### src/rtl/talco_pe_pkg.sv
// Shared encodings for the TALCO configurable PE: traceback direction codes,
// boundary init selector, convergence tags and the saturating adder.
package talco_pe_pkg;

  localparam logic [1:0] DIR_DIAG  = 2'd0;
  localparam logic [1:0] DIR_HOR   = 2'd1;
  localparam logic [1:0] DIR_VER   = 2'd2;
  localparam logic [1:0] DIR_START = 2'd3;

  typedef enum logic [1:0] {
    INIT_H    = 2'd0,
    INIT_D    = 2'd1,
    INIT_I    = 2'd2,
    INIT_NONE = 2'd3
  } init_state_e;

  typedef enum logic {
    ST_CFG = 1'b0,
    ST_RUN = 1'b1
  } pe_state_e;

  localparam logic [1:0] CONV_TAG_H     = 2'b00;
  localparam logic [1:0] CONV_TAG_I     = 2'b01;
  localparam logic [1:0] CONV_TAG_D     = 2'b10;
  localparam logic [1:0] CONV_TAG_START = 2'b11;

  localparam int CONV_DONT_CARE = 0;

  // Exact sum of two score-width operands, clamped into [lo, hi].
  function automatic int sat_add(input int a, input int b, input int lo, input int hi);
    int s;
    s = a + b;
    if (s < lo) return lo;
    if (s > hi) return hi;
    return s;
  endfunction

endpackage

### src/rtl/talco_pe_subrow.sv
// Substitution score row for this PE's query symbol: one entry per reference
// symbol, synchronous write, combinational read.
module talco_pe_subrow
  import talco_pe_pkg::*;
#(
  parameter int PE_WIDTH  = 16,
  parameter int SYM_WIDTH = 5
) (
  input  logic                        i_clk,
  input  logic                        i_rst_n,
  input  logic                        i_wr_en,
  input  logic [SYM_WIDTH-1:0]        i_wr_addr,
  input  logic signed [PE_WIDTH-1:0]  i_wr_data,
  input  logic [SYM_WIDTH-1:0]        i_rd_addr,
  output logic signed [PE_WIDTH-1:0]  o_rd_data
);

  localparam int DEPTH = 1 << SYM_WIDTH;

  logic signed [PE_WIDTH-1:0] r_row [DEPTH];

  always_ff @(posedge i_clk or negedge i_rst_n) begin
    if (!i_rst_n) begin
      for (int i = 0; i < DEPTH; i++) r_row[i] <= '0;
    end else if (i_wr_en) begin
      r_row[i_wr_addr] <= i_wr_data;
    end
  end

  assign o_rd_data = r_row[i_rd_addr];

endmodule

### src/rtl/talco_pe_cfg.sv
// Configurable affine-gap systolic PE: one H/I/D cell per valid cycle with a
// programmable substitution row, local mode, X-drop flag and running maximum.
module talco_pe_cfg
  import talco_pe_pkg::*;
#(
  parameter int PE_WIDTH          = 16,
  parameter int SYM_WIDTH         = 5,
  parameter int REF_LEN_WIDTH     = 10,
  parameter int QUERY_LEN_WIDTH   = 10,
  parameter int LOG_MAX_TILE_SIZE = 10,
  parameter int PE_IDX            = 0,
  parameter int DONT_CARE_SYM     = (1 << SYM_WIDTH) - 1
) (
  input  logic                             clk,
  input  logic                             rst_n,
  input  logic                             cfg_wr,
  input  logic [SYM_WIDTH-1:0]             cfg_addr,
  input  logic signed [PE_WIDTH-1:0]       cfg_data,
  input  logic signed [PE_WIDTH-1:0]       cfg_gap_open,
  input  logic signed [PE_WIDTH-1:0]       cfg_gap_extend,
  input  logic signed [PE_WIDTH-1:0]       cfg_xdrop,
  input  logic signed [PE_WIDTH-1:0]       cfg_inf,
  input  logic                             cfg_local,
  input  logic                             cfg_commit,
  input  logic                             tile_start,
  input  logic [1:0]                       init_state,
  input  logic                             block,
  input  logic [LOG_MAX_TILE_SIZE:0]       marker,
  input  logic signed [PE_WIDTH-1:0]       diag_score,
  input  logic [REF_LEN_WIDTH+1:0]         diag_CH,
  input  logic signed [PE_WIDTH-1:0]       H_init_in,
  input  logic signed [PE_WIDTH-1:0]       D_init_in,
  input  logic signed [PE_WIDTH-1:0]       global_max,
  input  logic                             valid_in,
  input  logic [SYM_WIDTH-1:0]             ref_in,
  input  logic [REF_LEN_WIDTH-1:0]         ref_idx_in,
  input  logic [QUERY_LEN_WIDTH-1:0]       query_idx_in,
  input  logic signed [PE_WIDTH-1:0]       H_prev_pe,
  input  logic signed [PE_WIDTH-1:0]       I_prev_pe,
  input  logic [REF_LEN_WIDTH+1:0]         CH_prev_pe,
  input  logic [REF_LEN_WIDTH+1:0]         CI_prev_pe,
  output logic                             valid_out,
  output logic [SYM_WIDTH-1:0]             ref_out,
  output logic [REF_LEN_WIDTH-1:0]         ref_idx_out,
  output logic [QUERY_LEN_WIDTH-1:0]       query_idx_out,
  output logic [3:0]                       dir_out,
  output logic signed [PE_WIDTH-1:0]       H_out,
  output logic signed [PE_WIDTH-1:0]       I_out,
  output logic signed [PE_WIDTH-1:0]       D_out,
  output logic [REF_LEN_WIDTH+1:0]         CH_out,
  output logic [REF_LEN_WIDTH+1:0]         CI_out,
  output logic [REF_LEN_WIDTH+1:0]         CD_out,
  output logic                             xdrop_flag,
  output logic signed [PE_WIDTH-1:0]       max_score,
  output logic [REF_LEN_WIDTH-1:0]         max_ref_idx,
  output logic [QUERY_LEN_WIDTH-1:0]       max_query_idx,
  output logic                             cfg_busy
);

  localparam int                         CW        = REF_LEN_WIDTH + 2;
  localparam int                         POS_MAX   = (1 << (PE_WIDTH - 1)) - 1;
  localparam logic signed [PE_WIDTH-1:0] INF_RESET = PE_WIDTH'(16384);
  localparam logic signed [PE_WIDTH-1:0] MOST_NEG  = {1'b1, {(PE_WIDTH-1){1'b0}}};

  pe_state_e r_state, w_next_state;

  logic signed [PE_WIDTH-1:0] r_go, r_ge, r_xdrop, r_inf;
  logic                       r_local;
  logic signed [PE_WIDTH-1:0] r_diag;
  logic [CW-1:0]              r_diag_ptr;
  logic                       r_first;

  logic                       w_run;
  logic signed [PE_WIDTH-1:0] w_row;
  logic signed [PE_WIDTH-1:0] w_ninf;
  int                         w_ninf_i;
  logic                       w_seed;
  logic                       w_dont_care;
  int w_hup, w_iup, w_hleft, w_dleft, w_diag;
  int w_i_h, w_i_i, w_d_h, w_d_d, w_ival, w_dval, w_hval, w_sum;
  logic                       w_i_sel, w_d_sel;
  logic [1:0]                 w_dir_lo;
  logic [CW-1:0]              w_ch, w_ci, w_cd;
  logic                       w_xdrop;
  logic                       w_max_upd;

  always_ff @(posedge clk or negedge rst_n) begin
    if (!rst_n) r_state <= ST_CFG;
    else        r_state <= w_next_state;
  end

  always_comb begin
    w_next_state = r_state;
    if (r_state == ST_CFG && cfg_commit) w_next_state = ST_RUN;
  end

  assign w_run    = (r_state == ST_RUN);
  assign cfg_busy = (r_state != ST_RUN);

  // Scalars may be re-committed at any time; the row is only writable before RUN.
  always_ff @(posedge clk or negedge rst_n) begin
    if (!rst_n) begin
      r_go    <= '0;
      r_ge    <= '0;
      r_xdrop <= '0;
      r_inf   <= INF_RESET;
      r_local <= 1'b0;
    end else if (cfg_commit) begin
      r_go    <= cfg_gap_open;
      r_ge    <= cfg_gap_extend;
      r_xdrop <= cfg_xdrop;
      r_inf   <= cfg_inf;
      r_local <= cfg_local;
    end
  end

  talco_pe_subrow #(
    .PE_WIDTH  (PE_WIDTH),
    .SYM_WIDTH (SYM_WIDTH)
  ) u_subrow (
    .i_clk     (clk),
    .i_rst_n   (rst_n),
    .i_wr_en   (cfg_wr && !w_run),
    .i_wr_addr (cfg_addr),
    .i_wr_data (cfg_data),
    .i_rd_addr (ref_in),
    .o_rd_data (w_row)
  );

  assign w_ninf      = -r_inf;
  assign w_ninf_i    = -int'(r_inf);
  assign w_seed      = (PE_IDX == 0) && !block && r_first &&
                       (init_state_e'(init_state) != INIT_NONE);
  assign w_dont_care = (ref_in == SYM_WIDTH'(DONT_CARE_SYM));

  always_comb begin
    w_hup   = int'(H_prev_pe);
    w_iup   = int'(I_prev_pe);
    w_hleft = r_first ? int'(H_init_in) : int'(H_out);
    w_dleft = r_first ? int'(D_init_in) : int'(D_out);
    w_diag  = (ref_idx_in == '0 && query_idx_in == '0) ? 0 : int'(r_diag);
    if (w_seed) begin
      w_hup   = w_ninf_i;
      w_iup   = w_ninf_i;
      w_hleft = w_ninf_i;
      w_dleft = w_ninf_i;
      w_diag  = w_ninf_i;
      case (init_state_e'(init_state))
        INIT_H:  w_diag  = 0;
        INIT_D:  w_dleft = 0;
        INIT_I:  w_iup   = 0;
        default: ;
      endcase
    end

    w_i_h   = sat_add(w_hup, int'(r_go), w_ninf_i, POS_MAX);
    w_i_i   = sat_add(w_iup, int'(r_ge), w_ninf_i, POS_MAX);
    w_i_sel = (w_i_i > w_i_h);
    w_ival  = w_i_sel ? w_i_i : w_i_h;
    w_d_h   = sat_add(w_hleft, int'(r_go), w_ninf_i, POS_MAX);
    w_d_d   = sat_add(w_dleft, int'(r_ge), w_ninf_i, POS_MAX);
    w_d_sel = (w_d_d > w_d_h);
    w_dval  = w_d_sel ? w_d_d : w_d_h;

    w_hval   = sat_add(w_diag, int'(w_row), w_ninf_i, POS_MAX);
    w_dir_lo = DIR_DIAG;
    if (w_dval > w_hval) begin
      w_hval   = w_dval;
      w_dir_lo = DIR_HOR;
    end
    if (w_ival > w_hval) begin
      w_hval   = w_ival;
      w_dir_lo = DIR_VER;
    end
    if (r_local && w_hval < 0) begin
      w_hval   = 0;
      w_dir_lo = DIR_START;
    end
    if (w_dont_care) w_hval = w_ninf_i;

    // Pointers follow the winning predecessor unless this anti-diagonal is a marker.
    w_ci = w_i_sel ? CI_prev_pe : CH_prev_pe;
    w_cd = w_d_sel ? CD_out : CH_out;
    case (w_dir_lo)
      DIR_DIAG: w_ch = r_diag_ptr;
      DIR_HOR:  w_ch = w_cd;
      DIR_VER:  w_ch = w_ci;
      default:  w_ch = {ref_idx_in, CONV_TAG_START};
    endcase
    w_sum = int'(ref_idx_in) + int'(query_idx_in);
    if (w_sum == int'(marker) - 1) begin
      w_ch = {ref_idx_in, CONV_TAG_START};
      w_ci = {ref_idx_in, CONV_TAG_START};
      w_cd = {ref_idx_in, CONV_TAG_START};
    end else if (w_sum == int'(marker)) begin
      w_ch = {ref_idx_in, CONV_TAG_H};
      w_ci = {ref_idx_in, CONV_TAG_I};
      w_cd = {ref_idx_in, CONV_TAG_D};
    end
    if (w_dont_care) begin
      w_ch = CW'(CONV_DONT_CARE);
      w_ci = CW'(CONV_DONT_CARE);
      w_cd = CW'(CONV_DONT_CARE);
    end

    w_xdrop   = (w_hval + int'(r_xdrop)) < int'(global_max);
    w_max_upd = w_hval > int'(max_score);
  end

  always_ff @(posedge clk or negedge rst_n) begin
    if (!rst_n) begin
      valid_out     <= 1'b0;
      ref_out       <= '0;
      ref_idx_out   <= '0;
      query_idx_out <= '0;
      dir_out       <= '0;
      H_out         <= -INF_RESET;
      I_out         <= -INF_RESET;
      D_out         <= -INF_RESET;
      CH_out        <= '0;
      CI_out        <= '0;
      CD_out        <= '0;
      xdrop_flag    <= 1'b0;
      r_diag        <= -INF_RESET;
      r_diag_ptr    <= '0;
      r_first       <= 1'b1;
    end else if (w_run) begin
      valid_out     <= valid_in;
      ref_out       <= ref_in;
      ref_idx_out   <= ref_idx_in;
      query_idx_out <= query_idx_in;
      if (valid_in) begin
        dir_out    <= {w_i_sel, w_d_sel, w_dir_lo};
        H_out      <= PE_WIDTH'(w_hval);
        I_out      <= PE_WIDTH'(w_ival);
        D_out      <= PE_WIDTH'(w_dval);
        CH_out     <= w_ch;
        CI_out     <= w_ci;
        CD_out     <= w_cd;
        xdrop_flag <= w_xdrop;
        r_diag     <= H_prev_pe;
        r_diag_ptr <= CH_prev_pe;
        r_first    <= 1'b0;
      end else begin
        // A gap reloads the diagonal seed and arms the row-boundary path.
        dir_out    <= '0;
        H_out      <= w_ninf;
        I_out      <= w_ninf;
        D_out      <= w_ninf;
        CH_out     <= '0;
        CI_out     <= '0;
        CD_out     <= '0;
        xdrop_flag <= 1'b0;
        r_diag     <= block ? ((PE_IDX == 0) ? diag_score : w_ninf) : H_init_in;
        r_diag_ptr <= (block && PE_IDX == 0) ? diag_CH : '0;
        r_first    <= 1'b1;
      end
    end
  end

  always_ff @(posedge clk or negedge rst_n) begin
    if (!rst_n) begin
      max_score     <= MOST_NEG;
      max_ref_idx   <= '0;
      max_query_idx <= '0;
    end else if (tile_start) begin
      max_score     <= MOST_NEG;
      max_ref_idx   <= '0;
      max_query_idx <= '0;
    end else if (w_run && valid_in && w_max_upd) begin
      max_score     <= PE_WIDTH'(w_hval);
      max_ref_idx   <= ref_idx_in;
      max_query_idx <= query_idx_in;
    end
  end

endmodule

### config.mk
export PLATFORM = sky130hd
export DESIGN_NAME = talco_pe_cfg
export DESIGN_NICKNAME = d
export VERILOG_FILES = /design/src/rtl/talco_pe_pkg.sv /design/src/rtl/talco_pe_subrow.sv /design/src/rtl/talco_pe_cfg.sv
export SDC_FILE = /design/constraint.sdc
export NUM_CORES = 2
export LEC_CHECK = 0
export ABC_AREA = 1
export CAP_MARGIN = 20
export CELL_PAD_IN_SITES_DETAIL_PLACEMENT = 0
export CELL_PAD_IN_SITES_GLOBAL_PLACEMENT = 1
export CORE_MARGIN = 2
export CORE_UTILIZATION = 47
export DETAILED_ROUTE_END_ITERATION = 6
export GPL_ROUTABILITY_DRIVEN = 0
export GPL_TIMING_DRIVEN = 1
export PLACE_DENSITY_LB_ADDON = 0.25
export SLEW_MARGIN = 5
export SYNTH_ARGS = -nofsm -noshare
export SYNTH_HDL_FRONTEND = slang
export SYNTH_HIERARCHICAL = 1
export SYNTH_SLANG_ARGS = --single-unit
### constraint.sdc
create_clock -name clk -period 25.3 [get_ports clk]
set_input_delay 5.06 -clock clk [delete_from_list [all_inputs] [get_ports clk]]
set_output_delay 5.06 -clock clk [all_outputs]
set_load 0.05 [all_outputs]
==> flow_summary.json <==
{
  "status": "complete, but fails checks",
  "violations": "DRC",
  "slew-limit-headroom_pct": 14.7,
  "drc": 12,
  "vias": 62400,
  "ctsHoldBuffers": 0,
  "hold_path.class": "reg -> reg",
  "post_drt_wl_per_cell_microns": 23.5,
  "clock_latency_ns": 0.75,
  "finalSetupTns_ns": 0,
  "port_buffers": 414,
  "syn_area_sq_mm": 0.0595,
  "hold_depth": 2,
  "viasPerCell": 5.90,
  "startpoint_type": "primary input",
  "critPathKind": "in -> reg",
  "grt_antenna_before_repair": 11,
  "numCtsBuffers": 87,
  "yosysWarnings": 6,
  "slew_viol_final": 0,
  "clk_pin_slew_ns": 0.06,
  "num_io_pins": 415,
  "grt_pass1_wl_mm": 369,
  "finalClockSkew_ns": 0.0797,
  "grt_start_max_net_pins": 137,
  "first_pass_iters": 7,
  "syn_nets": 9457,
  "cts_tree": "done",
  "period_share_pct": 93.9,
  "r2r_cells": 123,
  "setup_viol": 0,
  "die_area_sq_mm": 0.129,
  "synthCells": 8641,
  "htreeDepth": 3,
  "root_buffer": "clkbuf_16",
  "first_iter_violations": 7912,
  "cts_sinks": 758,
  "ys_types": 72,
  "start_util_pct": 47.3,
  "end_kind": "register",
  "grt.overflow.total": 0,
  "dieWidth_microns": 360,
  "rsz0062_at_grt": "false",
  "cp.arrival_ns": 24.35,
  "drt-total-wl_mm": 249,
  "ys_seq_area_share_pct": 31.9,
  "final_nets": 9670,
  "synthFlopType": "dfrtp_1",
  "synth.avg_cell_area_sq_um": 6.88,
  "cp.required_ns": 25.90,
  "final.min_clock_period_ns": 23.75,
  "slowest_delay_ns": 0.51,
  "area_growth_pct": 15.1,
  "grt_pass1_vias": 56900,
  "layout.cells.most_common": "nand2_1",
  "grt_use_total_pct": 37.4,
  "die_h_microns": 360,
  "async_flop_share_pct": 100,
  "drv_cap": 0,
  "synth-edff-count": 0,
  "cp_slowest_cell": "clkdlybuf4s50_1",
  "core_area_sq_mm": 0.126,
  "critPathBufInv": 18,
  "crit_family": "simple AND/OR/NAND/NOR gates",
  "final_cell_mix": "nand2_1, dfrtp_1, o21ai_0",
  "synth-seq-cells": 758,
  "drive_gt1_share_pct": 5.29,
  "clk_path_buf_depth": 3,
  "crit_fanout": 59,
  "post-dp-hpwl_mm": 186,
  "worst_pin_slew_ns": 1.27,
  "hold_viol_final": 0,
  "holdWs_ns": 0.471,
  "postRouteAntennaNets": 0,
  "dp_cells": 10400,
  "path_common_cell": "nand2_1",
  "fin_cells": 10600,
  "fmax_mhz": 42.1,
  "placementRows": 130,
  "cp.depth": 114
}
-- worst reg2reg max path, delay by kind of cell (launching register included) --
family	cells	cell delay (ns)
and+or+nand+nor	69	8.45
xor gates and xnor gates	2	0.26
DFF	1	0.85
buffers and inverters	19	3.72
AOI/OAI and AO/OA	24	4.45
adders and majority gates	9	2.96
-- flip-flops by register name, summed over array words and instances (netlist names), 5 cells and up --
| name | count |
|---|---|
| r_go | 16 |
| u_subrow/r_row | 512 |
| max_score | 16 |
| ref_out | 5 |
| query_idx_out | 10 |
| r_ge | 16 |
| H_out | 16 |
| CD_out | 12 |
| r_xdrop | 16 |
| ref_idx_out | 10 |
| D_out | 16 |
| r_inf | 16 |
| r_diag | 16 |
| CI_out | 12 |
| max_ref_idx | 10 |
| I_out | 16 |
| r_diag_ptr | 12 |
| max_query_idx | 10 |
| CH_out | 12 |
-- Yosys cell counts (33+ instances only) --
cell type / count / area, sq um
nand2_1: 2861 / 10700
dfrtp_1: 747 / 18700
o21ai_0: 730 / 3650
inv_1: 712 / 2670
nand3_1: 696 / 3480
ha_1: 546 / 6830
a21oi_1: 490 / 2450
nor2_1: 475 / 1780
clkbuf_1: 291 / 1090
xor2_1: 129 / 1130
nor3_1: 81 / 405
buf_2: 75 / 375
o21ai_1: 66 / 330
nand4_1: 65 / 407
o211ai_1: 54 / 405
xnor2_1: 46 / 403
o21ai_2: 38 / 333
inv_2: 36 / 135
a21boi_0: 33 / 248
-- final cells by class --
| class | instances | area [sq um] |
|---|---|---|
| timing repair buffer | 545 | 5590 |
| antenna | 6 | 15.0 |
| clock inverter | 31 | 465 |
| tap | 1650 | 2060 |
| fill | 12400 | 57200 |
| sequential | 758 | 19000 |
| clock buffer | 128 | 2590 |
| inverter | 758 | 2880 |
| multi-input combinational | 6704 | 35800 |
-- per-stage QoR --
step,area (sq um),setup slack [ns],utilization [%]
final,68400,1.55,54.5
after global routing,68400,0.132,54.5
after CTS,67900,1.19,54.1
after detailed placement,64800,0.469,51.6
after global placement,64700,0.387,51.5
after floorplan,59500,4.99,-
-- kinds of logic after synthesis --
kind of cell	after synthesis	share of synthesized area [%]
adder cells (fa/ha/maj)	553	11.7
AND/OR/NAND/NOR	4312	30.0
buffers and inverters	1180	7.89
multiplexers	13	0.219
flip-flops	758	31.9
AO/OA/AOI/OAI	1649	15.6
XOR/XNOR	176	2.61
-- what timing repair did --
item / CTS / global route
endpoints found under the setup margin: 0 / 1
resized for setup: 0 / 12
setup buffers: 0 / 3
-- path summary, 6_finish.rpt --
path	endpoint	slack (ns)	start
setup / recovery	xdrop_flag	1.55	block
hold / removal	query_idx_out[7]	0.47	query_idx_out[7]
setup reg to reg	xdrop_flag	4.49	r_inf[0]
hold reg to reg	query_idx_out[7]	0.47	query_idx_out[7]
max in group asynchronous	H_out[10]	16.96	rst_n
min in group asynchronous	u_subrow/r_row[164]	4.36	rst_n
-- routing by layer --
metal	GRT usage [%]	wire [microns]	vias up
li1	-	-	28900
met1	52.0	104000	29500
met2	52.9	100000	3400
met3	12.1	31500	497
met4	15.8	12300	16
met5	1.33	356	-
Power is not shown: default switching activity piles up to over one toggle a cycle in this logic, so the estimate is an artifact.
